## src/rtl/tdc_interval_capture.sv

```systemverilog
// TDC interval capture: arms on request, latches start/stop fine bins around a
// coarse cycle counter and presents one signed interval over valid/ready.
module tdc_interval_capture #(
  parameter int unsigned BITS_DECO    = 8,
  parameter int unsigned BITS_COARSE  = 16,
  parameter int unsigned BINS_PER_CLK = 200,
  parameter int unsigned MAX_COARSE   = 1000
) (
  input  logic                                  wClk,
  input  logic                                  wRst,
  input  logic                                  wArm,
  input  logic [BITS_DECO-1:0]                  wStartBin,
  input  logic [BITS_DECO-1:0]                  wStopBin,
  output logic                                  wValid,
  input  logic                                  wReady,
  output logic                                  wBusy,
  output logic                                  wTimeout,
  output logic [BITS_COARSE-1:0]                wCoarse,
  output logic [BITS_DECO-1:0]                  wStartBinOut,
  output logic [BITS_DECO-1:0]                  wStopBinOut,
  output logic signed [BITS_COARSE+BITS_DECO+1:0] wInterval
);

  localparam int unsigned W_INT = BITS_COARSE + BITS_DECO + 2;
  localparam logic [BITS_COARSE-1:0]  C_MAX  = BITS_COARSE'(MAX_COARSE);
  localparam logic signed [W_INT-1:0] C_BINS = W_INT'(BINS_PER_CLK);

  typedef enum logic [1:0] {
    S_IDLE,
    S_ARMED,
    S_RUNNING,
    S_DONE
  } state_t;

  state_t                   r_state;
  state_t                   w_state_nxt;

  logic [BITS_COARSE-1:0]   r_count;
  logic [BITS_COARSE-1:0]   w_count_nxt;
  logic [BITS_COARSE-1:0]   w_count_inc;
  logic [BITS_DECO-1:0]     r_start_lat;
  logic [BITS_DECO-1:0]     w_start_lat_nxt;

  logic                     r_valid;
  logic                     r_busy;
  logic                     r_timeout;
  logic [BITS_COARSE-1:0]   r_coarse;
  logic [BITS_DECO-1:0]     r_start_out;
  logic [BITS_DECO-1:0]     r_stop_out;
  logic signed [W_INT-1:0]  r_interval;

  logic                     w_start_seen;
  logic                     w_stop_seen;
  logic                     w_load;
  logic                     w_fin_timeout;
  logic [BITS_COARSE-1:0]   w_fin_coarse;
  logic [BITS_DECO-1:0]     w_fin_start;
  logic [BITS_DECO-1:0]     w_fin_stop;
  logic signed [W_INT-1:0]  w_interval_calc;

  assign w_start_seen = |wStartBin;
  assign w_stop_seen  = |wStopBin;
  assign w_count_inc  = r_count + 1'b1;

  // Operands are zero-extended into the full interval width before the signed
  // arithmetic, so only the final subtraction can produce a negative result.
  assign w_interval_calc = $signed(W_INT'(w_fin_coarse)) * C_BINS
                         + $signed(W_INT'(w_fin_start))
                         - $signed(W_INT'(w_fin_stop));

  always_comb begin
    w_state_nxt     = r_state;
    w_count_nxt     = r_count;
    w_start_lat_nxt = r_start_lat;
    w_load          = 1'b0;
    w_fin_timeout   = 1'b0;
    w_fin_coarse    = '0;
    w_fin_start     = r_start_lat;
    w_fin_stop      = '0;

    unique case (r_state)
      S_IDLE: begin
        if (wArm) w_state_nxt = S_ARMED;
      end

      S_ARMED: begin
        if (w_start_seen) begin
          w_start_lat_nxt = wStartBin;
          w_count_nxt     = '0;
          if (w_stop_seen) begin
            w_load       = 1'b1;
            w_fin_coarse = '0;
            w_fin_start  = wStartBin;
            w_fin_stop   = wStopBin;
            w_state_nxt  = S_DONE;
          end else begin
            w_state_nxt  = S_RUNNING;
          end
        end
      end

      S_RUNNING: begin
        w_count_nxt = w_count_inc;
        // A stop on the final cycle wins over the timeout.
        if (w_stop_seen) begin
          w_load       = 1'b1;
          w_fin_coarse = w_count_inc;
          w_fin_stop   = wStopBin;
          w_state_nxt  = S_DONE;
        end else if (w_count_inc == C_MAX) begin
          w_load        = 1'b1;
          w_fin_timeout = 1'b1;
          w_fin_coarse  = C_MAX;
          w_fin_stop    = '0;
          w_state_nxt   = S_DONE;
        end
      end

      S_DONE: begin
        if (r_valid && wReady) w_state_nxt = S_IDLE;
      end

      default: w_state_nxt = S_IDLE;
    endcase
  end

  always_ff @(posedge wClk or posedge wRst) begin
    if (wRst) begin
      r_state <= S_IDLE;
    end else begin
      r_state <= w_state_nxt;
    end
  end

  always_ff @(posedge wClk or posedge wRst) begin
    if (wRst) begin
      r_count     <= '0;
      r_start_lat <= '0;
      r_valid     <= 1'b0;
      r_busy      <= 1'b0;
      r_timeout   <= 1'b0;
      r_coarse    <= '0;
      r_start_out <= '0;
      r_stop_out  <= '0;
      r_interval  <= '0;
    end else begin
      r_count     <= w_count_nxt;
      r_start_lat <= w_start_lat_nxt;
      r_valid     <= (w_state_nxt == S_DONE);
      r_busy      <= (w_state_nxt != S_IDLE);
      // Result registers only move on entry to DONE, so they hold while valid.
      if (w_load) begin
        r_timeout   <= w_fin_timeout;
        r_coarse    <= w_fin_coarse;
        r_start_out <= w_fin_start;
        r_stop_out  <= w_fin_stop;
        r_interval  <= w_interval_calc;
      end
    end
  end

  assign wValid       = r_valid;
  assign wBusy        = r_busy;
  assign wTimeout     = r_timeout;
  assign wCoarse      = r_coarse;
  assign wStartBinOut = r_start_out;
  assign wStopBinOut  = r_stop_out;
  assign wInterval    = r_interval;

endmodule

```

## config.mk

```make
export PLATFORM = sky130hd
export DESIGN_NAME = tdc_interval_capture
export DESIGN_NICKNAME = d
export VERILOG_FILES = /design/src/rtl/tdc_interval_capture.sv
export SDC_FILE = /design/constraint.sdc
export NUM_CORES = 1
export LEC_CHECK = 0
export CAP_MARGIN = 20
export CORE_UTILIZATION = 30
export CTS_BUF_LIST = sky130_fd_sc_hd__clkbuf_8
export CTS_CLUSTER_DIAMETER = 50
export CTS_CLUSTER_SIZE = 8
export DETAILED_ROUTE_END_ITERATION = 10
export SYNTH_ARGS = -nofsm -noshare
export SYNTH_HDL_FRONTEND = slang
export SYNTH_SLANG_ARGS = --single-unit
export TNS_END_PERCENT = 1
```

## constraint.sdc

```tcl
create_clock -name wClk -period 9.3 [get_ports wClk]
set_clock_uncertainty 0.2 [all_clocks]
set_input_delay 2.325 -clock wClk [delete_from_list [all_inputs] [get_ports wClk]]
set_output_delay 2.325 -clock wClk [all_outputs]
set_load 0.03 [all_outputs]
```

# == Word level (Yosys, flattened, before mapping) ==
# Index checks and enable logic that the tools add are counted.
# word_totals
ff_bits,87
input_bits,20
output_inout_bits,61
wordCells,53
# classes
add_sub_neg,3
n_mul,1
n_eq_ne,6
mux,25
n_reduce_logical,8
# op_table
operator,count
two-way mux 16 bit,3
two-way mux 8 bit,5
one-hot mux 16 bit (2 select lines),1
subtractor 25 x 8 -> 26 bit,1
adder 24 x 8 -> 25 bit,1
multiplier 16 x 5 -> 21 bit (second input constant),1
adder 16 x 1 -> 16 bit (second input constant),1
equality test 16 x 10 -> 1 bit (second input constant),1
one-hot mux 8 bit (2 select lines),1
OR reduction 8 bit,2
two-way mux 10 bit,1
two-way mux 2 bit,5
one-hot mux 2 bit (4 select lines),1
two-way mux 1 bit,7
equality test 2 bit (second input constant),3
AND reduction 2 bit,2
nonzero test 2 bit,2
equality test 2 x 1 -> 1 bit (second input constant),1
zero test 2 bit,1
inequality test 2 bit (second input constant),1
one-hot mux 1 bit (2 select lines),1
logical AND 1 bit,1

# == Depth between registers and ports, before layout ==
# Gate-level depths: netlist of run 1.
# depth
ltp_word,8
depth_mapped,31
mapped_depth_nobuf,31

# == Least setup slack after synthesis of run 1 ==
# Ideal clock, no wire load.
# synth_timing
path_kind,input to register
start,input port wStopBin[7]
end,register r_interval[24] (netlist: wInterval[24])
setup_time_ns,0.125
arrival_ns,7.459
required_time_ns,8.975
slack_ns,1.516
stages,26
path_buffers,1
path_cell_list,nor4_1 -> nand2_1 -> clkbuf_1 -> a21oi_1 -> ha_1 -> ha_1 -> inv_1 -> fa_1 -> inv_1 -> ha_1 -> a21oi_1 -> nor2b_1 -> nor4_1 -> nor4b_1 -> o21a_1 -> o21ai_0 -> nand2b_1 -> a21oi_1 -> o21bai_1 -> xnor2_1 -> ha_1 -> a21oi_1 -> o2111ai_1 -> a31oi_1 -> xnor2_1 -> mux2_4
# synth_between
elab_chain_cells,6
elab_cells_between_ends,16
classes_between,2 x add/sub; 1 x mul; 12 x mux; 1 x reduce/logical
# synth_rtl
item,line_no,source
from (decl),13,"input logic [BITS_DECO-1:0] wStopBin,"
OR reduction 8 bit,62,assign w_stop_seen = |wStopBin;
two-way mux 16 bit,105,if (w_stop_seen) begin
two-way mux 16 bit,n/a,
net w_fin_coarse[3],56,logic [BITS_COARSE-1:0] w_fin_coarse;
multiplier 16 x 5 -> 21 bit,67,assign w_interval_calc = $signed(W_INT'(w_fin_coarse)) * C_BINS
adder 24 x 8 -> 25 bit,68,+ $signed(W_INT'(w_fin_start))
subtractor 25 x 8 -> 26 bit,69,- $signed(W_INT'(w_fin_stop));
to (signal assigned),157,r_interval <= w_interval_calc;
to (decl),50,logic signed [W_INT-1:0] r_interval;
# The timed path passes the listed nets, and every way through them passes these cells.
# A chain may end at the register's enable or synchronous reset.

# == Worst setup path in the final report of run 1 ==
# layout_timing
start,input port wStopBin[7]
end,register r_interval[22] (netlist: wInterval[22])
# The elaborated chain is that of the path after synthesis.

==> flow_summary.ini, run 1 <==
[status]
status = complete, no violations

[yosys]
syn_inst = 762
yosys_warnings = 0
synth_compound_area_frac = 0.1594
async_flop_share = 1.000
synth_top_family_by_area = adder cells
synth_xor_area_frac = 0.06243
synthMuxAreaShare = 0.04041
synth.avg_cell_area_sq_um = 9.021
synth_area_sq_um = 6874
synthAdderAreaFrac = 0.2006
ys_seq_elements = 87
synth_nets = 882
synth_edf_count = 0
synthDistinctLibCells = 61
yosys.area_share.simple = 0.1649
synthFlopType = dfrtp_1
yosysSeqAreaShare = 0.3167

[floorplanning]
ios = 81
initial_core_util = 0.3045
rows = 55
die_h_microns = 153.4
die-width_microns = 153.4
design.die.area_sq_um = 23520
core-area_sq_um = 22570

[cts]
numClockSinks = 87
path_clk_slew_ns = 0.11
post_cts_buffers = 0
ctsHtreeMaxLevel = 3
clk_latency_ns = 0.39
cts_hold_buf = 0
cts_resized = 0
cts_root_buf = clkbuf_8
clock_path_buffers = 2
cts_tree = done
cts_buffers = 9

[drt]
routed_wl_mm = 15.54
vias = 5460
wl_per_cell_microns = 13.88
routed_via_density = 4.875
firstDrtPassIters = 5
drc = 0
ant_nets = 0
drt_iter0_markers = 404

[cells_and_area]
syn_to_final_growth_pct = 18.22
antenna_cells = 0
fillers = 2326
fin_util = 0.3600
fin_nets = 950
regArea_sq_um = 2177
multi_input_area_sq_um = 4320
drive_gt1_frac = 0.06467

[worst_setup_path]
cp.depth = 26
path_buf_inv = 5
critPathMaxStageDelay_ns = 0.50
worstPathRequired_ns = 9.37
crit_path_top_delay_cell = nor4_1
rr_endpoint = wInterval[22]
critPathTopFamily = compound AO/OA/AOI/OAI gates
rr_worst_depth = 28
r2r_start = r_count[2]
worstSetupPathType = in2reg
critical_path_peak_fanout = 17
arrival_ns = 8.75
critPathCaptureType = flop
crit_path_start_kind = input port
rrSetupSlack_ns = 1.79

[sta]
fin_crit_sh = 0.9343
rsz0062_at_grt = false
worst_slack_ns = 0.6112
setup_viol = 0
fmax_ghz = 0.1151
whs_ns = 0.2819
tns_ns = 0
finalMaxSlewViolations = 0
worstMarginPinSlew_ns = 0.6757
layout_min_cycle_time_ns = 8.689
hold_viol_final = 0
max_slew_margin = 0.5484

[worst_hold_path]
hold_class = reg2reg
hold_start = wInterval[15]
min_path_cells = 2
worstHoldEndpoint = wInterval[15]

[power_and_ir_drop]
power.density_nw_per_um2 = 353.8
intPower_mw = 1.482
p_seq_frac = 0.204
pwr-share-comb = 0.704
switching_power_mw = 1.393
power.total_mw = 2.875
switching_share = 0.4844
p_clk_frac = 0.093
leakage_nw = 4.115
ir_drop_uv = 166.7

[global_routing]
antenna_found_initial = 0
grt_max_degree = 61
grt_pass1_vias = 5050
grt_pass1_wl_mm = 25.63
grt.overflow.total = 0
grt_usage = 0.1351

[place]
post-place-ws_ns = 0.1976
io_buffers = 80
hpwl_mm = 11.87
gp_congestion = 0.8545

[job]
drv_cap = 0
[worst min-delay path, delay by kind of cell, from the launching register on]
| family | cells | cell delay (ns) |
|---|---|---|
| AO/OA/AOI/OAI | 1 | 0.06 |
| AND/OR/NAND/NOR | 1 | 0.05 |
| flip-flops | 1 | 0.35 |
[registers in the layout (all words and copies together), names as in the netlist]
register / count
wInterval: 26
r_count: 16
wCoarse: 16
r_start_lat: 8
wStartBinOut: 8
wStopBinOut: 8
r_state: 2
wBusy: 1
wTimeout: 1
wValid: 1
[final cells by class]
class | count | area share
repair buffers | 83 | 0.1013
clock buffers | 9 | 0.01524
inverters | 70 | 0.03249
flip-flops and latches | 87 | 0.2679
well taps | 285 | 0.04388
clock inverters | 7 | 0.007544
multi-input cells | 579 | 0.5316
[worst max-delay path by stage]
stage                     start       endpoint  slack [ns]
floorplan           wStopBin[7]  wInterval[24]        1.52
global placement    wStopBin[3]  wInterval[22]        0.39
detailed placement  wStopBin[7]  wInterval[25]        0.20
CTS                 wStopBin[7]  wInterval[25]        0.59
global route        wStopBin[2]  wInterval[24]        0.02
finish              wStopBin[7]  wInterval[22]        0.61
[stage by stage]
step | std cells | area [sq um]
6_report | 1120 | 8127
5_1_grt | 1120 | 8127
3_3_place_gp | 1103 | 7934
4_1_cts | 1119 | 8119
3_5_place_dp | 1103 | 7934
2_1_floorplan | 762 | 6874
[metal layers]
metal | part of all wire | vias up | GRT usage
li1 | - | 2776 | -
met1 | 0.51 | 2563 | 0.1933
met2 | 0.45 | 113 | 0.2094
met3 | 0.031 | 8 | 0.02183
met4 | 0.0072 | 0 | 0.03714
met5 | 0 | - | 0
[power groups by stage]
stage | sequential (mW) | combinational (mW) | clock, mW
floorplan | 0.771 | 1.35 | 0
global placement | 0.592 | 2.01 | 0
detailed placement | 0.593 | 2.03 | 0
CTS | 0.588 | 2.04 | 0.279
global route | 0.606 | 2.26 | 0.288
finish | 0.586 | 2.02 | 0.267
[Yosys cell counts, drive strengths merged (2+ instances only)]
master / n / share of area
a211oi: 2 / 0.0029
a21o: 19 / 0.021
a21oi: 37 / 0.027
a22o: 3 / 0.0038
a31oi: 4 / 0.0036
a32o: 3 / 0.0044
and2: 8 / 0.0073
and3: 10 / 0.0091
and4: 3 / 0.0038
buf: 6 / 0.0062
clkbuf: 20 / 0.011
dfrtp: 87 / 0.32
fa: 17 / 0.050
ha: 83 / 0.15
inv: 70 / 0.038
mux2: 16 / 0.032
mux2i: 6 / 0.0087
nand2: 111 / 0.061
nand2b: 4 / 0.0036
nand3: 24 / 0.018
nand4: 3 / 0.0049
nand4b: 2 / 0.0025
nor2: 35 / 0.019
nor2b: 6 / 0.0055
nor3: 7 / 0.0067
nor4: 7 / 0.0064
nor4b: 2 / 0.0025
o2111ai: 3 / 0.0038
o211ai: 4 / 0.0044
o21a: 6 / 0.0066
o21ai: 61 / 0.045
o21bai: 5 / 0.0055
o31ai: 8 / 0.0087
o41ai: 6 / 0.0076
or2: 7 / 0.0064
or3: 4 / 0.0036
or4: 3 / 0.0038
xnor2: 30 / 0.038
xor2: 19 / 0.024
[layout by cell type, fill, tap and decap left out, types with 4 or more instances in the layout]
cell type	n
a21o_1	19
a21oi_1	37
a31oi_1	4
and2_1	8
and3_1	10
clkbuf_8	9
clkdlybuf4s50_1	80
dfrtp_1	87
fa_1	17
ha_1	83
inv_1	69
mux2_2	6
mux2_4	10
mux2i_1	6
nand2_1	109
nand2b_1	4
nand3_1	23
nor2_1	35
nor2b_1	6
nor3_1	6
nor4_1	7
o211ai_1	4
o21a_1	6
o21ai_0	51
o21ai_1	9
o21bai_1	5
o31ai_1	8
o41ai_1	6
or2_2	7
or3_1	4
xnor2_1	30
xor2_1	19
[cell families (layout without fill, tap and decap cells)]
group	count (synthesis)	after routing
buffers and inverters	96	169
and+or+nand+nor	236	236
DFF	87	87
AOI/OAI and AO/OA	172	172
adders and majority gates	100	100
muxes	22	22
xor gates and xnor gates	49	49
No activity file was read; power rests on OpenSTA's default activity.
==> run 2: changes to the inputs <==
--- a/config.mk
+++ b/config.mk
@@ -6,6 +6,7 @@
 export NUM_CORES = 1
 export LEC_CHECK = 0
 export CAP_MARGIN = 20
+export CORE_ASPECT_RATIO = 1.2
 export CORE_UTILIZATION = 30
 export CTS_BUF_LIST = sky130_fd_sc_hd__clkbuf_8
 export CTS_CLUSTER_DIAMETER = 50
==> run 2 against run 1 <==
Net effect: routed wire length shrank 1.8%; sequential share of layout area about the same; worst setup slack improved by 0.25 ns; largest cell class unchanged; largest power group unchanged; highest routed layer unchanged.
==> flow_summary.ini, run 2 (synthesis results as in run 1) <==
[status]
status = complete, no violations

[place]
dpl_cell_area_sq_um = 7934
gp_congestion = 0.8188
io_buffers = 80
hpwl_mm = 12.08

[cts]
cts_buffers = 9
cts_tree = done
cts_resized = 0
numClockSinks = 87
path_clk_slew_ns = 0.10
clk_latency_ns = 0.39
cts_root_buf = clkbuf_8
post_cts_buffers = 0
ctsHtreeMaxLevel = 3
cts_hold_buf = 0
clock_path_buffers = 2

[worst_hold_path]
hold_class = reg2reg
min_path_cells = 2
hold_start = wInterval[16]
worstHoldEndpoint = wInterval[16]

[power_and_ir_drop]
ir_drop_uv = 152.8
leakage_nw = 4.119
power.density_nw_per_um2 = 351.3

[cells_and_area]
fin_nets = 951
largest_reg_flops = 26
antenna_cells = 0
final_cell_mix = nand2_1, dfrtp_1, ha_1
syn_to_final_growth_pct = 18.40
drive_gt1_frac = 0.06579
final_common_cell = nand2_1
fin_area_sq_um = 8139

[sta]
finalMaxSlewViolations = 0
tns_ns = 0
worstMarginPinSlew_ns = 0.7360
max_slew_margin = 0.5088
rsz0062_at_grt = false
hold_viol_final = 0
layout_min_cycle_time_ns = 8.440
setup_viol = 0
fmax_ghz = 0.1185
fin_crit_sh = 0.9075

[worst_setup_path]
critPathCaptureType = flop
critPathMaxStageDelay_ns = 0.50
cp_common_cell = ha_1
arrival_ns = 8.58
rr_worst_depth = 28
r2r_start = r_count[2]
worstSetupPathType = in2reg
path_buf_inv = 4
crit_path_start_kind = input port
worstPathRequired_ns = 9.44
critPathTopFamily = compound AO/OA/AOI/OAI gates
rrSetupSlack_ns = 1.78
rr_endpoint = wInterval[25]
crit_path_top_delay_cell = o41ai_1
critical_path_peak_fanout = 10

[drt]
ant_nets = 0
routed_via_density = 4.840
drt_iter0_markers = 254
firstDrtPassIters = 4
wl_per_cell_microns = 13.69
vias = 5397
routed_wl_mm = 15.27
drc = 0

[floorplanning]
ios = 81
die-width_microns = 140.2
design.die.area_sq_um = 23530
initial_core_util = 0.3062
core-area_sq_um = 22450
die_h_microns = 167.8
rows = 60

[global_routing]
grt.overflow.total = 0
grt_pass1_wl_mm = 25.58
grt_pass1_vias = 5156
grt_max_degree = 70
antenna_found_initial = 0
grt_usage = 0.1354

[job]
drv_cap = 0
[run 2: changes by cell type in the layout (fill, tap and decap cells not counted), sizes merged]
cell / previous run / this run
clkinvlp: 1 / 2
inv: 74 / 72
buf: 3 / 4
clkinv: 2 / 3
[run 2: tightest hold or removal path, cell delays in order, from the launching register on]
cell	delay, ns
dfrtp_1	0.35
nand2_1	0.05
o21ai_0	0.06
[run 2: layout make-up]
| class | instances | area [sq um] |
|---|---|---|
| flip-flops and latches | 87 | 2177 |
| clock buffers | 9 | 123.9 |
| clock inverters | 7 | 73.82 |
| fillers | 2264 | 14310 |
| repair buffers | 84 | 830.8 |
| multi-input cells | 579 | 4320 |
| well taps | 279 | 349.1 |
| inverters | 70 | 264.0 |
[run 2: how the worst max path moves through the flow]
| stage | startpoint | end | slack (ns) | cells past startpoint |
|---|---|---|---|---|
| 6_report | wStopBin[7] | wInterval[25] | 0.86 | 26 |
| 5_1_grt | wStopBin[2] | wInterval[25] | 0.24 | 26 |
| 4_1_cts | wStopBin[7] | wInterval[25] | 0.85 | 26 |
| 3_5_place_dp | wStopBin[7] | wInterval[24] | 0.42 | 27 |
| 3_3_place_gp | wStopBin[3] | wInterval[24] | 0.56 | 27 |
| 2_1_floorplan | wStopBin[7] | wInterval[24] | 1.52 | 26 |
[run 2: routing by layer]
layer  global-route usage  routed length (microns)
met2               0.2315                     7464
met5                    0                        0
met1               0.1732                     7149
met3              0.02418                      425
met4              0.04109                      229
[run 2: report_power, final]
group / total [mW] / internal (mW) / switching (mW) / leakage (nW)
Clock: 0.271 / 0.105 / 0.165 / 0.0942
Combinational: 2.00 / 0.864 / 1.14 / 2.90
Sequential: 0.586 / 0.515 / 0.0712 / 1.12
[run 2: metrics by stage]
stage          std cells  worst slack, ns    util  power, mW  hold WS (ns)
3_3_place_gp        1098           0.5584  0.3535      2.592        0.2544
4_1_cts             1114           0.8479  0.3623      2.895        0.2897
6_report            1115           0.8603  0.3626      2.859        0.2816
3_5_place_dp        1098           0.4226  0.3535      2.612        0.2603
2_1_floorplan        762            1.516       -      2.119        0.2401
5_1_grt             1115           0.2444  0.3626      3.130        0.3053
